<file path="src/rtl/sweep_sched_pkg.sv">
// rtl/sweep_sched_pkg.sv - shared types and constants for the sweep scheduler
package sweep_sched_pkg;

   localparam int PRESCALER_W = 14;
   localparam int SP_OUT_W    = 34;

   typedef enum logic [2:0] {
      ST_IDLE,
      ST_LOAD,
      ST_RUN,
      ST_STOP,
      ST_CPL
   } sched_state_t;

endpackage

</file>
<file path="src/rtl/sweep_scheduler_rr_arbiter.sv">
// rtl/sweep_scheduler_rr_arbiter.sv - combinational round-robin arbiter
module rr_arbiter #(
   parameter int N = 2
) (
   input  logic [N-1:0]         req,
   input  logic [$clog2(N)-1:0] last,
   output logic [N-1:0]         win,
   output logic [$clog2(N)-1:0] win_idx,
   output logic                 any
);

   localparam int IW = $clog2(N);

   logic [IW-1:0] cand;

   // The scan begins one past the previous winner, so that winner is looked at last.
   always_comb begin
      win     = '0;
      win_idx = '0;
      any     = 1'b0;
      cand    = '0;
      for (int k = 1; k <= N; k++) begin
         cand = IW'((int'(last) + k) % N);
         if (!any && req[cand]) begin
            any       = 1'b1;
            win_idx   = cand;
            win[cand] = 1'b1;
         end
      end
   end

endmodule

</file>
<file path="src/rtl/sweep_scheduler.sv">
// rtl/sweep_scheduler.sv - shares one walking-one sequencer between round-robin requesters
module sweep_scheduler
   import sweep_sched_pkg::*;
#(
   parameter int N_REQ       = 2,
   parameter int SWEEP_W     = 8,
   parameter int STOP_CYCLES = 5
) (
   input  logic                           clk,
   input  logic                           nrst,
   input  logic [N_REQ-1:0]               req,
   input  logic [N_REQ*PRESCALER_W-1:0]   req_prescaler,
   input  logic [N_REQ*SWEEP_W-1:0]       req_sweeps,
   input  logic                           abort,
   output logic [N_REQ-1:0]               gnt,
   output logic [N_REQ-1:0]               cpl,
   output logic                           err,
   output logic                           busy,
   output logic [$clog2(N_REQ)-1:0]       owner,
   output logic [SWEEP_W-1:0]             sweep_cnt,
   output logic                           sp_enable,
   output logic                           sp_stop,
   output logic [PRESCALER_W-1:0]         sp_prescaler,
   input  logic                           sp_done
);

   localparam int IDX_W  = $clog2(N_REQ);
   localparam int STOP_W = (STOP_CYCLES > 1) ? $clog2(STOP_CYCLES) : 1;

   sched_state_t            state_q, state_d;
   logic [IDX_W-1:0]        owner_q, owner_d;
   logic [PRESCALER_W-1:0]  pre_q, pre_d;
   logic [SWEEP_W-1:0]      sweeps_q, sweeps_d;
   logic [SWEEP_W-1:0]      sweep_cnt_q, sweep_cnt_d;
   logic                    err_flag_q, err_flag_d;
   logic                    done_q, done_d;
   logic [STOP_W-1:0]       stop_cnt_q, stop_cnt_d;
   logic [N_REQ-1:0]        gnt_q, gnt_d;
   logic [N_REQ-1:0]        cpl_q, cpl_d;
   logic                    err_q, err_d;
   logic                    busy_q, busy_d;
   logic                    sp_enable_q, sp_enable_d;
   logic                    sp_stop_q, sp_stop_d;
   logic [PRESCALER_W-1:0]  sp_prescaler_q, sp_prescaler_d;

   logic [N_REQ-1:0]        arb_win;
   logic [IDX_W-1:0]        arb_idx;
   logic                    arb_any;
   logic [PRESCALER_W-1:0]  sel_pre;
   logic [SWEEP_W-1:0]      sel_sweeps;
   logic                    done_rise;

   rr_arbiter #(
      .N (N_REQ)
   ) u_arb (
      .req     (req),
      .last    (owner_q),
      .win     (arb_win),
      .win_idx (arb_idx),
      .any     (arb_any)
   );

   always_comb begin
      sel_pre    = '0;
      sel_sweeps = '0;
      for (int i = 0; i < N_REQ; i++) begin
         if (arb_win[i]) begin
            sel_pre    = req_prescaler[i*PRESCALER_W +: PRESCALER_W];
            sel_sweeps = req_sweeps[i*SWEEP_W +: SWEEP_W];
         end
      end
   end

   assign done_rise = sp_done & ~done_q;

   always_comb begin
      state_d        = state_q;
      owner_d        = owner_q;
      pre_d          = pre_q;
      sweeps_d       = sweeps_q;
      sweep_cnt_d    = sweep_cnt_q;
      err_flag_d     = err_flag_q;
      done_d         = sp_done;
      stop_cnt_d     = stop_cnt_q;
      gnt_d          = '0;
      cpl_d          = '0;
      err_d          = 1'b0;
      sp_enable_d    = sp_enable_q;
      sp_stop_d      = sp_stop_q;
      sp_prescaler_d = sp_prescaler_q;

      unique case (state_q)
         ST_IDLE: begin
            if (arb_any) begin
               gnt_d       = arb_win;
               owner_d     = arb_idx;
               pre_d       = sel_pre;
               sweeps_d    = sel_sweeps;
               sweep_cnt_d = '0;
               if (sel_pre == '0 || sel_sweeps == '0) begin
                  err_flag_d = 1'b1;
                  state_d    = ST_CPL;
               end else begin
                  state_d = ST_LOAD;
               end
            end
         end
         ST_LOAD: begin
            sp_prescaler_d = pre_q;
            sp_enable_d    = 1'b0;
            sp_stop_d      = 1'b0;
            state_d        = ST_RUN;
         end
         ST_RUN: begin
            sp_enable_d = 1'b1;
            if (done_rise && sweep_cnt_q != '1) begin
               sweep_cnt_d = sweep_cnt_q + 1'b1;
            end
            // Abort takes priority so a coincident final sweep still reports an error.
            if (abort) begin
               err_flag_d = 1'b1;
               state_d    = ST_STOP;
            end else if (sweep_cnt_q == sweeps_q) begin
               state_d = ST_STOP;
            end
            if (state_d == ST_STOP) begin
               sp_enable_d = 1'b0;
               sp_stop_d   = 1'b1;
               stop_cnt_d  = STOP_W'(STOP_CYCLES - 1);
            end
         end
         ST_STOP: begin
            if (stop_cnt_q == '0) begin
               sp_stop_d = 1'b0;
               state_d   = ST_CPL;
            end else begin
               stop_cnt_d = stop_cnt_q - 1'b1;
            end
         end
         ST_CPL: begin
            cpl_d[owner_q] = 1'b1;
            err_d          = err_flag_q;
            err_flag_d     = 1'b0;
            state_d        = ST_IDLE;
         end
         default: begin
            state_d = ST_IDLE;
         end
      endcase

      busy_d = (state_d != ST_IDLE);
   end

   always_ff @(posedge clk) begin
      if (!nrst) begin
         state_q        <= ST_IDLE;
         owner_q        <= IDX_W'(N_REQ - 1);
         pre_q          <= '0;
         sweeps_q       <= '0;
         sweep_cnt_q    <= '0;
         err_flag_q     <= 1'b0;
         done_q         <= 1'b0;
         stop_cnt_q     <= '0;
         gnt_q          <= '0;
         cpl_q          <= '0;
         err_q          <= 1'b0;
         busy_q         <= 1'b0;
         sp_enable_q    <= 1'b0;
         sp_stop_q      <= 1'b0;
         sp_prescaler_q <= '0;
      end else begin
         state_q        <= state_d;
         owner_q        <= owner_d;
         pre_q          <= pre_d;
         sweeps_q       <= sweeps_d;
         sweep_cnt_q    <= sweep_cnt_d;
         err_flag_q     <= err_flag_d;
         done_q         <= done_d;
         stop_cnt_q     <= stop_cnt_d;
         gnt_q          <= gnt_d;
         cpl_q          <= cpl_d;
         err_q          <= err_d;
         busy_q         <= busy_d;
         sp_enable_q    <= sp_enable_d;
         sp_stop_q      <= sp_stop_d;
         sp_prescaler_q <= sp_prescaler_d;
      end
   end

   assign gnt          = gnt_q;
   assign cpl          = cpl_q;
   assign err          = err_q;
   assign busy         = busy_q;
   assign owner        = owner_q;
   assign sweep_cnt    = sweep_cnt_q;
   assign sp_enable    = sp_enable_q;
   assign sp_stop      = sp_stop_q;
   assign sp_prescaler = sp_prescaler_q;

endmodule

</file>
<file path="config.mk">
export PLATFORM = sky130hd
export DESIGN_NAME = sweep_scheduler
export DESIGN_NICKNAME = d
export VERILOG_FILES = /design/src/rtl/sweep_sched_pkg.sv /design/src/rtl/sweep_scheduler_rr_arbiter.sv /design/src/rtl/sweep_scheduler.sv
export SDC_FILE = /design/constraint.sdc
export NUM_CORES = 1
export LEC_CHECK = 0
export BUFFER_PORTS_ARGS = -buffer_cell sky130_fd_sc_hd__buf_2
export CORE_AREA = 10 10 71 118
export CTS_CLUSTER_SIZE = 12
export DETAILED_ROUTE_END_ITERATION = 6
export DIE_AREA = 0 0 81 128
export PLACE_DENSITY = 0.69
export SETUP_SLACK_MARGIN = 0.2
export SYNTH_ARGS = -nofsm -noshare
export SYNTH_HDL_FRONTEND = slang
export SYNTH_SLANG_ARGS = --single-unit
</file>
<file path="constraint.sdc">
create_clock -name clk -period 4 [get_ports clk]
set_clock_uncertainty 0.15 [all_clocks]
set_input_delay 0 -clock clk [delete_from_list [all_inputs] [get_ports clk]]
set_output_delay 0 -clock clk [all_outputs]
set_load 0.03 [all_outputs]
</file>
* Word-level counts from Yosys, hierarchy flattened
Index checks and enable logic that the tools add are counted.
** Cells by class
- Add/sub/neg operators :: 4
- Bitwise logic cells :: 3
- Equal/unequal tests :: 14
- Reduce and logical (&&, ||, !) cells :: 24
- Mux-type cells :: 42
- Order comparisons :: 6
** Operators with widths (number)
- $mux W8 :: 4
- $mux W14 :: 2
- $mux W3 :: 8
- $mux W1 :: 17
- $pmux W8 S2 :: 1
- $logic_not A14 Y1 :: 1
- $ne A2 B2 Y1 const B :: 7
- $pmux W3 S4 :: 1
- $reduce_and A3 Y1 :: 4
- $eq A3 B2 Y1 const B :: 3
- $reduce_bool A3 Y1 :: 3
- $add A8 B1 Y8 const B :: 1
- $eq A8 B8 Y1 :: 1
- $logic_not A8 Y1 :: 1
- $ne A8 B8 Y1 const B :: 1
- $logic_not A3 Y1 :: 2
- $lt A1 B2 Y1 const B :: 3
- $pmux W1 S3 :: 2
- $pmux W3 S2 :: 1
- $reduce_bool A2 Y1 :: 3
- $logic_and A1 B1 Y1 :: 5
- $mux W2 :: 2
- $reduce_and A2 Y1 :: 2
- $reduce_and A4 Y1 :: 1
- 12 further kinds :: 17
** Storage, ports and cells
- Logic and storage cells :: 108
- Output and inout bits :: 31
- Input bits :: 50
- Register bits :: 61

* Logic depth before layout (Yosys ltp)
Gate-level depths: netlist of run 1.
- Depth after elaboration :: 16
- Mapped depth :: 6
- Depth with buffers taken out :: 6

* By module
A second synthesis of run 1 with hierarchy kept.
** Unflattened totals
- Cells, all modules :: 330
- Area, all modules :: 2917.8 um^2
** By module, submodules not included
- sweep_scheduler :: area an instance 2885.3 um^2, times used 1, seq. area each 1221.2 um^2, cells an instance 325
- rr_arbiter :: area an instance 32.5 um^2, times used 1, seq. area each 0.0 um^2, cells an instance 5

* Worst setup path before layout of run 1
No wires, ideal clock.
- Path type :: register -> register
- Start point :: register sweep_cnt_q[0], in the netlist sweep_cnt[0]
- End point :: register sweep_cnt_q[5], in the netlist sweep_cnt[5]
- Setup slack :: 2.149 ns
- Path buffers :: 1
- Cell stages (with the launch flop) :: 7
- Period minus slack after synthesis :: 1.851 ns
- Library setup time :: 0.127 ns
- Arrival :: 1.574 ns
- Required time :: 3.723 ns
- Path through :: dfxtp_1 ha_1 nand3_1 o2111ai_1 buf_2 a211oi_1 mux2i_1
** On the way
- Cells in the longest elaborated chain, start to end :: 4
- Elaborated cells on any way between the ends :: 7
- Classes of those cells :: 1 x add/sub; 2 x eq/ne; 2 x mux; 2 x reduce/logical
** Ends and longest elaborated chain
- start: declaration :: RTL line sweep_scheduler.sv:34 : logic [SWEEP_W-1:0] sweep_cnt_q, sweep_cnt_d;
- start signal: assignment :: RTL line sweep_scheduler.sv:176 : sweep_cnt_q <= sweep_cnt_d;
- parallel branches: the longest is 4 deep, another holds $add A8 B1 Y8
Parallel ways; which one is timed is not known. The select of a mux whose other input is x is not followed.
A chain may end at the register's enable or synchronous reset.

* Worst setup path in the final report of run 1
- Start point :: register owner_q, in the netlist owner
- End point :: register pre_q[5]
** On the way
- Cells in the longest elaborated chain, start to end :: 10
- Elaborated cells on any way between the ends :: 26
- Classes of those cells :: 2 x add/sub; 4 x order compare; 14 x mux; 1 x bitwise; 5 x reduce/logical
** Ends and longest elaborated chain
- start: declaration :: RTL line sweep_scheduler.sv:31 : logic [IDX_W-1:0] owner_q, owner_d;
- start signal: assignment :: RTL line sweep_scheduler.sv:157 : owner_q <= IDX_W'(N_REQ - 1);
- start signal: assignment :: RTL line sweep_scheduler.sv:173 : owner_q <= owner_d;
- $add A1 B1 Y1 :: RTL line sweep_scheduler_rr_arbiter.sv:23 : cand = IW'((int'(last) + k) % N);
- $lt A1 B2 Y1 (not written as such) or $ge A1 B1 Y1 (tied branches) :: RTL line sweep_scheduler_rr_arbiter.sv:27 : win[cand] = 1'b1;
- $logic_and A1 B1 Y1 (not written as such) :: RTL line sweep_scheduler_rr_arbiter.sv:27
- $mux W1 (not written as such) :: RTL line sweep_scheduler_rr_arbiter.sv:27
- $demux W1 S1
- $mux W2 :: RTL line sweep_scheduler_rr_arbiter.sv:24 : if (!any && req[cand]) begin
- $or A2 B2 Y2 (no line)
- $mux W2 :: RTL line sweep_scheduler_rr_arbiter.sv:24
- $mux W14 (2 in series) :: RTL line sweep_scheduler.sv:67 : if (arb_win[i]) begin
- end signal: assignment :: RTL line sweep_scheduler.sv:174 : pre_q <= pre_d;
- end: declaration :: RTL line sweep_scheduler.sv:32 : logic [PRESCALER_W-1:0] pre_q, pre_d;
Parallel ways exist; a longest one is shown, timed or not. The select of a mux whose other input is x is not followed.

==> results of run 1 <==
what timing repair did:
action	4_1_cts	5_1_grt
setup endpoints to repair	0	0
endpoints found under the hold margin	32	0
hold buffers	50	0
setup buffers	0	0
final timing paths:
check	end	slack, ps	from
min	err_flag_q	110	req_prescaler[22]
min reg2reg	sp_prescaler[9]	300	sp_prescaler[9]
max reg2reg	pre_q[5]	1260	owner
max	pre_q[5]	1260	owner
registers in the layout, summed over array words and instances (netlist names):
| signal | flops |
|---|---|
| sp_prescaler | 14 |
| stop_cnt_q | 3 |
| sp_enable | 1 |
| done_q | 1 |
| sweep_cnt | 8 |
| err | 1 |
| sp_stop | 1 |
| cpl | 2 |
| err_flag_q | 1 |
| sweeps_q | 8 |
| busy | 1 |
| state_q | 3 |
| owner | 1 |
| gnt | 2 |
| pre_q | 14 |
through the flow:
stage / instances / area, um2 / total power (uW)
6_report: 538 / 4030 / 2220
5_1_grt: 538 / 4030 / 2330
4_1_cts: 538 / 4030 / 2220
3_5_place_dp: 472 / 3200 / 1270
3_3_place_gp: 472 / 3200 / 1260
2_1_floorplan: 331 / 2790 / 1130
worst max-delay path, cell delays in order (launching register included):
cell and delay (ps):
dfxtp_1 450, inv_1 100, a21boi_2 850, a221oi_1 270
dlygate4sd3_1 650, nor3_1 170
kinds of logic after synthesis:
| logic type | after synthesis |
|---|---|
| AND/OR/NAND/NOR | 144 |
| AO/OA/AOI/OAI | 79 |
| XOR/XNOR | 10 |
| adder cells (fa/ha/maj) | 3 |
| buffers and inverters | 31 |
| multiplexers | 3 |
| flip-flops | 61 |
layer usage:
metal	global-route usage (%)	up-vias	share of wire, %
li1	-	1459	-
met1	17.8	1453	38
met2	32.7	119	53
met3	4.99	21	6.2
met4	10.8	0	3.5
met5	0	-	0
layout make-up:
class                   count  area [um2]
repair buffers            132         916
well taps                  82         103
fillers                   557        2410
clock inverters             4        70.1
multi-input cells         239        1440
clock buffers              12         256
inverters                   8        30.0
flip-flops and latches     61        1220
power by group:
| part | internal, uW | switching (uW) | leakage [uW] | total, uW |
|---|---|---|---|---|
| Combinational | 266 | 343 | 0.00105 | 610 |
| Sequential | 698 | 76.6 | 0.000499 | 775 |
| Clock | 576 | 262 | 0.000163 | 839 |
layout by cell type (no fill, tap or decap), types with 3 or more instances in the layout:
cell and instances:
xor2_1 8, a2111o_1 3, nand4_1 4, nand3_1 10, a221oi_1 22, inv_1 8, dlygate4sd3_1 50, o2111ai_1 4
nand2_1 36, dfxtp_1 61, and3_1 4, nor3_1 26, clkbuf_16 9, mux2i_1 3, buf_2 80, nor2_1 34
a21oi_1 22, ha_1 3, or2_2 5, o21ai_0 5, nor4_1 12, a211oi_1 4, nand2b_1 4
==> metrics.yaml, run 1 <==
rsz0062_at_grt: "no"
setup_viol: 0
antenna_found_initial: 0
ys_top_cells_by_count: "dfxtp_1, nand2_1, nor2_1"
period_minus_slack_ps: 2740
core-area_um2: 6440
synthXorXnorAreaFrac_pct: 3.14
synth_warnings: 0
hold_class: "primary input to flip-flop"
drive_gt1_share_pct: 23.7
postSynthAreaPerCell_um2: 8.42
grt_pass1_vias: 3136
slew_violations: 0
tightest_slew_ps: 1080
place_congestion: 0.864
worst_slack_ps: 1260
cts_tree: "yes"
area_delta_synth_final_pct: 44.6
grtUsageTotal_pct: 18.3
clock-sinks: 61
rr_worst_depth: 5
maxCapViolCount: 0
crit_path_start_kind: "flip-flop"
grt_pass1_wl_mm: 15.0
portBuffers: 80
ys_types: 48
cp_max_fo: 24
diodes: 0
syn_nets: 384
synth_area_leader_cell: "dfxtp_1"
whs_ps: 112
async_flop_share_pct: 0
die_w_um: 81
yosys_most_used_dff: "dfxtp_1"
synth_compound_area_share_pct: 20.7
routed_wl_mm: 9.21
max-clock-path-buffers: 2
ys_seq_area_share_pct: 43.8
synth-adder-area-share_pct: 1.35
ant_nets: 0
grt_max_degree: 38
fin_nets: 504
power-per-cell-area_nw_per_um2: 551
max-vdd-ir-drop_mv: 0.227
worstPathArrival_ps: 2830
post-dp-hpwl_mm: 6.27
fin_util_pct: 62.6
yosys.area_share.simple_pct: 24.9
worstSkewPairLatency_ps: 330
wl_per_cell_um: 17.1
drt-initial-drc-count: 190
max_freq_mhz: 365
row_count: 39
synth_top_family_by_area: "simple AND/OR/NAND/NOR gates"
htreeDepth: 3
muxShareOfSynthArea_pct: 1.08
syn_area_um2: 2790
synth_top_area_share_pct: 43.8
start_util_pct: 43.3
via_per_inst: 5.67
setup.worst_path.class: "flip-flop to flip-flop"
synth_most_common_cell: "dfxtp_1"
timing.final.crit_share_pct: 68.4
place_ws_ps: 1720
io_pins: 81
synth_edf_count: 0
whs_path_depth: 5
synthTopCellsByArea: "dfxtp_1, a221oi_1, nand2_1"
p_leak_uw: 0.00171
status: "finished, final reports clean"
syn_inst: 331
crit_required_ps: 4090
clk_pin_slew_ps: 50
die_area_um2: 10400
end_kind: "flip-flop"
root_buffer: "clkbuf_16"
drcViolationCount: 0
die_h_um: 128
tns_ps: 0
drtPass1Iterations: 4
post_cts_resized: 0
relSlewSlack_pct: 27.3
cts_buffers: 9
hold_viol: 0
grt-ovfl-total: 0
ys_ff_latch: 61
vias: 3052
(Power assumes the default switching activity.)
==> inputs of run 2 (changes only) <==
--- a/config.mk
+++ b/config.mk
@@ -5,12 +5,13 @@
 export SDC_FILE = /design/constraint.sdc
 export NUM_CORES = 1
 export LEC_CHECK = 0
+export ABC_AREA = 1
 export BUFFER_PORTS_ARGS = -buffer_cell sky130_fd_sc_hd__buf_2
-export CORE_AREA = 10 10 71 118
+export CORE_AREA = 10 10 72 119
 export CTS_CLUSTER_SIZE = 12
 export DETAILED_ROUTE_END_ITERATION = 6
-export DIE_AREA = 0 0 81 128
-export PLACE_DENSITY = 0.69
+export DIE_AREA = 0 0 82 129
+export PLACE_DENSITY = 0.72
 export SETUP_SLACK_MARGIN = 0.2
 export SYNTH_ARGS = -nofsm -noshare
 export SYNTH_HDL_FRONTEND = slang
==> constraint.sdc (replaced) <==
create_clock -name clk -period 2.5 [get_ports clk]
set_clock_uncertainty 0.15 [all_clocks]
set_input_delay 0 -clock clk [delete_from_list [all_inputs] [get_ports clk]]
set_output_delay 0 -clock clk [all_outputs]
set_load 0.03 [all_outputs]
==> run 2 against run 1 <==
  * The run now ends with negative hold slack left
  * Synthesized cell count increased by 24%
  * Wire length about the same
  * Worst hold slack lost 120 ps
  * Total power rose by 100%
  * Cell area grew 3.3%
  * Critical path type unchanged
  * Critical endpoint is now busy
==> metrics.yaml, run 2 <==
seqPwrFrac_pct: 33.1  # -1.7 points
ys_seq_area_share_pct: 42.3  # -1.5 points
synthTopCellsByArea: "dfxtp_1, nand2_1, nand3_1"
switching_share_pct: 37.5  # +6.8 points
synth_most_common_cell: "nand2_1"
hold_class: "primary input to flip-flop"
routed_wl_mm: 9.21  # about the same
final_cell_mix: "buf_2, nand2_1, dfxtp_1"
whs_path_depth: 4  # -1
drtPass1Iterations: 5  # +1
fillCellCount: 578  # +3.8%
ys_ff_latch: 61  # unchanged
rsz0062_at_grt: "no"
antenna_found_initial: 0  # unchanged
row_count: 39  # unchanged
rr_worst_depth: 14  # +9
final_common_cell: "buf_2"
max-clock-path-buffers: 2  # unchanged
setup.worst_path.class: "flip-flop to flip-flop"
worst_hold_path.endpoint: "gnt[0]"
syn_nets: 462  # +20%
end_kind: "flip-flop"
place_inst: 553  # +17%
drt-initial-drc-count: 149  # -22%
ant_nets: 0  # unchanged
synth_top_area_share_pct: 42.3  # -1.5 points
grt-ovfl-total: 0  # unchanged
cp_max_fo: 11  # -54%
r2r_slack_ps: 380  # -880 ps
synth_area_leader_cell: "dfxtp_1"
clock-sinks: 61  # unchanged
fin_nets: 583  # +16%
syn_area_um2: 2890  # +3.6%
synth_edf_count: 0  # unchanged
cts_tree: "yes"
violations: "negative hold slack"
finalPower_uw: 4530  # +100%
reg2reg_to: "busy"
diodes: 0  # unchanged
status: "finished, violations left"
critPathMaxStageDelay_ps: 460  # -390 ps
die_h_um: 129  # +0.78%
relSlewSlack_pct: 65.4  # +38 points
portBuffers: 80  # unchanged
clk_pin_slew_ps: 50  # about the same
cts_buffers: 9  # unchanged
whs_ps: -3.68  # -116 ps
grt_pass1_vias: 3200  # +2.0%
maxCapViolCount: 0  # unchanged
hp-start: "req[1]"
die_area_um2: 10600  # +2.0%
start_util_pct: 44.2  # +0.88 points
power-per-cell-area_nw_per_um2: 1090  # +97%
path_common_cell: "nand2_1"
syn_inst: 409  # +24%
p_leak_uw: 0.00200  # +17%
path_cells: "inv_2, nand2_2, buf_4, nand3_1, nand2_1, nor2_1, nand2_1, nor2_1, nand2_1, nand2_1, nand2_1, nand2_1, nand2_1, nand2_1"
via_per_inst: 5.13  # -9.5%
critPathSlowestCell: "dfxtp_1"
max-vdd-ir-drop_mv: 0.666  # +190%
grtUsageTotal_pct: 18.3  # about the same
worstPathArrival_ps: 2170  # -660 ps
crit_required_ps: 2560  # -1530 ps
hold_viol: 1  # +1
intPower_uw: 2830  # +84%
io_pins: 81  # unchanged
grt_max_degree: 47  # +24%
tightest_slew_ps: 519  # -566 ps
htreeDepth: 3  # unchanged
die_w_um: 82  # +1.2%
period_minus_slack_ps: 2120  # -621 ps
core-area_um2: 6540  # +1.5%
post-dp-hpwl_mm: 6.08  # -2.9%
combPwrFrac_pct: 34.3  # +6.9 points
final_cells: 617  # +15%
worstSkewPairLatency_ps: 340  # about the same
drcViolationCount: 0  # unchanged
grt_pass1_wl_mm: 15.0  # +0.13%
area_delta_synth_final_pct: 44.2
ys_types: 33  # -31%
r2r-start: "owner"
ys_top_cells_by_count: "nand2_1, dfxtp_1, nor2_1"
async_flop_share_pct: 0  # unchanged
root_buffer: "clkbuf_16"
fin_util_pct: 63.7  # +1.1 points
timing.final.crit_share_pct: 84.6  # +16 points
crit_path_start_kind: "flip-flop"
synth_warnings: 0  # unchanged
place_congestion: 0.901  # +4.3%
p_sw_uw: 1700  # +150%
vias: 3166  # +3.7%
slew_violations: 0  # unchanged
yosys_most_used_dff: "dfxtp_1"
tns_ps: 0  # unchanged
setup_viol: 0  # unchanged
postSynthAreaPerCell_um2: 7.06  # -16%
drive_gt1_share_pct: 21.7  # -2.0 points
max_freq_mhz: 473  # +29%
wl_per_cell_um: 14.9  # -13%
power_frac_clock_pct: 32.6  # -5.1 points
==> run 2: cells by family (layout without fill, tap and decap cells) <==
logic type | Yosys count | in the layout | synth area share [%]
simple gates | 193 | 193 | 29.1
buf+inv | 58 | 184 | 8.45
xor+xnor | 9 | 9 | 2.73
fa+ha+maj | 3 | 3 | 1.30
flops | 61 | 61 | 42.3
compound gates | 85 | 85 | 16.2
==> run 2: worst max-delay path: cells and delay by family (launching register included) <==
kind / cells / cell delay, ps
buf+inv: 2 / 330
simple gates: 12 / 1060
flops: 1 / 460
==> run 2: per-stage QoR <==
step | setup WS, ps | instance area, um2
after detailed placement | 264 | 3310
after global routing | 212 | 4160
after floorplan | 599 | 2890
after CTS | 253 | 4150
final | 384 | 4160
after global placement | 302 | 3310
==> run 2: area by class of cell <==
| cell class | count | area (um2) | area share (%) |
|---|---|---|---|
| timing repair buffer | 131 | 903 | 21.7 |
| multi-input combinational | 290 | 1430 | 34.4 |
| clock inverter | 5 | 106 | 2.55 |
| inverter | 37 | 144 | 3.46 |
| sequential | 61 | 1220 | 29.3 |
| clock buffer | 11 | 253 | 6.07 |
| tap | 82 | 103 | 2.46 |
==> run 2: timing repair <==
action	CTS	global route
setup buffers	0	0
resized for setup	0	4
setup endpoints to repair	0	28
endpoints found under the hold margin	36	0
hold buffers	48	0
==> run 2: worst max path at each step <==
| stage | depth (start not counted) | start | end |
|---|---|---|---|
| 6_report | 14 | owner | busy |
| 4_1_cts | 11 | owner | busy |
| 2_1_floorplan | 12 | sweep_cnt[0] | sweep_cnt[6] |
| 5_1_grt | 11 | owner | busy |
| 3_3_place_gp | 11 | owner | busy |
| 3_5_place_dp | 11 | owner | busy |
==> run 2: power groups by stage <==
stage	Clock (uW)	Sequential (uW)	Combinational [uW]
3_3_place_gp	0	1520	1450
3_5_place_dp	0	1510	1480
2_1_floorplan	0	1670	939
6_report	1480	1500	1550
4_1_cts	1490	1500	1550
5_1_grt	1530	1540	1750
==> run 2: per-layer routing <==
metal  vias to the layer above  global-route usage, %  wire length [um]
li1                       1608                      -                 -
met1                      1406                   18.1              3360
met2                       113                   30.9              4670
met3                        39                   6.69               645
met4                         0                   11.8               537
met5                         -                      0                 0
==> inputs of run 3 (changes only) <==
--- a/config.mk
+++ b/config.mk
@@ -11,7 +11,7 @@
 export CTS_CLUSTER_SIZE = 12
 export DETAILED_ROUTE_END_ITERATION = 6
 export DIE_AREA = 0 0 82 129
-export PLACE_DENSITY = 0.72
+export PLACE_DENSITY = 0.69
 export SETUP_SLACK_MARGIN = 0.2
 export SYNTH_ARGS = -nofsm -noshare
 export SYNTH_HDL_FRONTEND = slang
==> constraint.sdc (replaced) <==
create_clock -name clk -period 2 [get_ports clk]
set_clock_uncertainty 0.15 [all_clocks]
set_input_delay 0 -clock clk [delete_from_list [all_inputs] [get_ports clk]]
set_output_delay 0 -clock clk [all_outputs]
set_load 0.03 [all_outputs]
==> run 3 against run 2 <==
  * The run now ends clean
  * Total power grew 28%
  * Cell count grew 4.5%
  * Clock power decreased by 6%
  * Flip-flop and latch count unchanged
  * Sequential power rose by 27%
  * Critical endpoint unchanged
  * Highest routed layer unchanged
==> metrics.yaml, run 3 (synthesis results as in run 2) <==
reg2reg_to: "busy"
grt-ovfl-total: 0  # unchanged
fin_util_pct: 68.7  # +5.0 points
core-area_um2: 6540  # unchanged
drive_gt1_share_pct: 29.6  # +7.9 points
drcViolationCount: 0  # unchanged
relSlewSlack_pct: 70.5  # +5.1 points
tightest_slew_ps: 442  # -76.5 ps
htreeDepth: 3  # unchanged
grt_pass1_wl_mm: 15.8  # +5.4%
final_cell_mix: "buf_2, nand2_1, nor2_1"
worstPathArrival_ps: 1840  # -330 ps
post-dp-hpwl_mm: 6.42  # +5.5%
status: "finished, final reports clean"
die_area_um2: 10600  # unchanged
area_delta_synth_final_pct: 55.5
hold_viol: 0  # -1
rr_worst_depth: 13  # -1
clock-sinks: 61  # unchanged
worst_slack_ps: 234  # -150 ps
whs_path_depth: 4  # unchanged
vias: 3433  # +8.4%
cts_buffers: 9  # unchanged
row_count: 39  # unchanged
place_congestion: 0.928  # +3.0%
cts_tree: "yes"
ant_nets: 0  # unchanged
final_cells: 645  # +4.5%
hold_class: "primary input to flip-flop"
setup.worst_path.class: "flip-flop to flip-flop"
end_kind: "flip-flop"
fillCellCount: 518  # -10%
regArea_um2: 1240  # +1.4%
grtUsageTotal_pct: 19.2  # +0.91 points
power-per-cell-area_nw_per_um2: 1290  # +18%
wl_per_cell_um: 16.7  # +12%
grt_max_degree: 47  # unchanged
place_inst: 560  # +1.3%
fin_nets: 610  # +4.6%
r2r_slack_ps: 230  # -150 ps
max-vdd-ir-drop_mv: 0.822  # +23%
period_minus_slack_ps: 1770  # -350 ps
die_h_um: 129  # unchanged
portBuffers: 80  # unchanged
rsz0062_at_grt: "yes"
drtPass1Iterations: 5  # unchanged
maxCapViolCount: 0  # unchanged
hp-start: "req[1]"
final_common_cell: "buf_2"
max-clock-path-buffers: 2  # unchanged
worst_hold_path.endpoint: "sweeps_q[6]"
place_area_um2: 3370  # +1.7%
place_ws_ps: 182  # -82.0 ps
drt-initial-drc-count: 331  # +120%
setup_viol: 0  # unchanged
p_leak_uw: 0.00215  # +7.4%
crit_required_ps: 2070  # -490 ps
routed_wl_mm: 10.8  # +17%
multi_input_area_um2: 1530  # +7.0%
slew_violations: 0  # unchanged
io_pins: 81  # unchanged
tns_ps: 0  # unchanged
grt_pass1_vias: 3366  # +5.2%
die_w_um: 82  # unchanged
final_area_um2: 4490  # +7.9%
antenna_found_initial: 2  # +2
root_buffer: "clkbuf_16"
timing.final.crit_share_pct: 88.3  # +3.7 points
max_freq_mhz: 566  # +20%
cp_max_fo: 5  # -6
via_per_inst: 5.32  # +3.7%
crit_path_start_kind: "flip-flop"
r2r-start: "owner"
clk_pin_slew_ps: 50  # about the same
start_util_pct: 44.2  # unchanged
worstSkewPairLatency_ps: 330  # about the same
## run 3: timing repair
item,CTS,global route
resized for setup,4,53
endpoints found under the setup margin,5,33
pin swaps,1,14
cloned,0,5
buffers inserted,2,7
hold endpoints to repair,32,0
hold buffers,54,0
## run 3: how the worst max path moves through the flow
stage                 startpoint            to  depth (start not counted)  slack [ps]
finish                     owner          busy                         13         230
global route               owner          busy                         13         100
CTS                        owner          busy                         11         200
detailed placement         owner          busy                         11         180
global placement           owner          busy                         13         250
floorplan           sweep_cnt[3]  sweep_cnt[6]                         11         240
## run 3: power breakdown
group | switching [uW] | internal [uW] | leakage, uW
combinational | 1550 | 939 | 0.00151
clock | 535 | 854 | 0.000134
sequential | 296 | 1610 | 0.000505
total | 2380 | 3400 | 0.00215
## run 3: per-layer routing
metal / part of all wire [%] / track usage, %
met1: 35 / 18.9
met2: 52 / 33.5
met3: 7.8 / 6.97
met4: 4.8 / 10.4
met5: 0 / 0
## run 3: worst max-delay path: stages, from the launching register on
cell and delay, ps:
dfxtp_4 360, inv_4 80, nand2_8 70, clkbuf_16 170
nand3_1 100, nand2_1 80, nor2_1 100, nand2_1 80
nor2_2 120, nand2_2 90, nand3_2 100, nand3_2 60
nand2_1 60, nand2_1 50
## run 3: stage by stage
stage,power [uW],hold slack [ps]
4_1_cts,5290,105
5_1_grt,6120,153
2_1_floorplan,3260,-56.5
3_5_place_dp,3790,56.5
3_3_place_gp,3740,54.8
6_report,5780,138
## run 3: cell type report
| class | instances | share of cell area, % |
|---|---|---|
| inverter | 37 | 3.48 |
| multi-input combinational | 290 | 34.1 |
| clock buffer | 10 | 5.32 |
| clock inverter | 5 | 0.613 |
| tap | 82 | 2.28 |
| timing repair inverter | 3 | 0.585 |
| antenna | 2 | 0.111 |
| timing repair buffer | 155 | 25.9 |
| sequential | 61 | 27.6 |
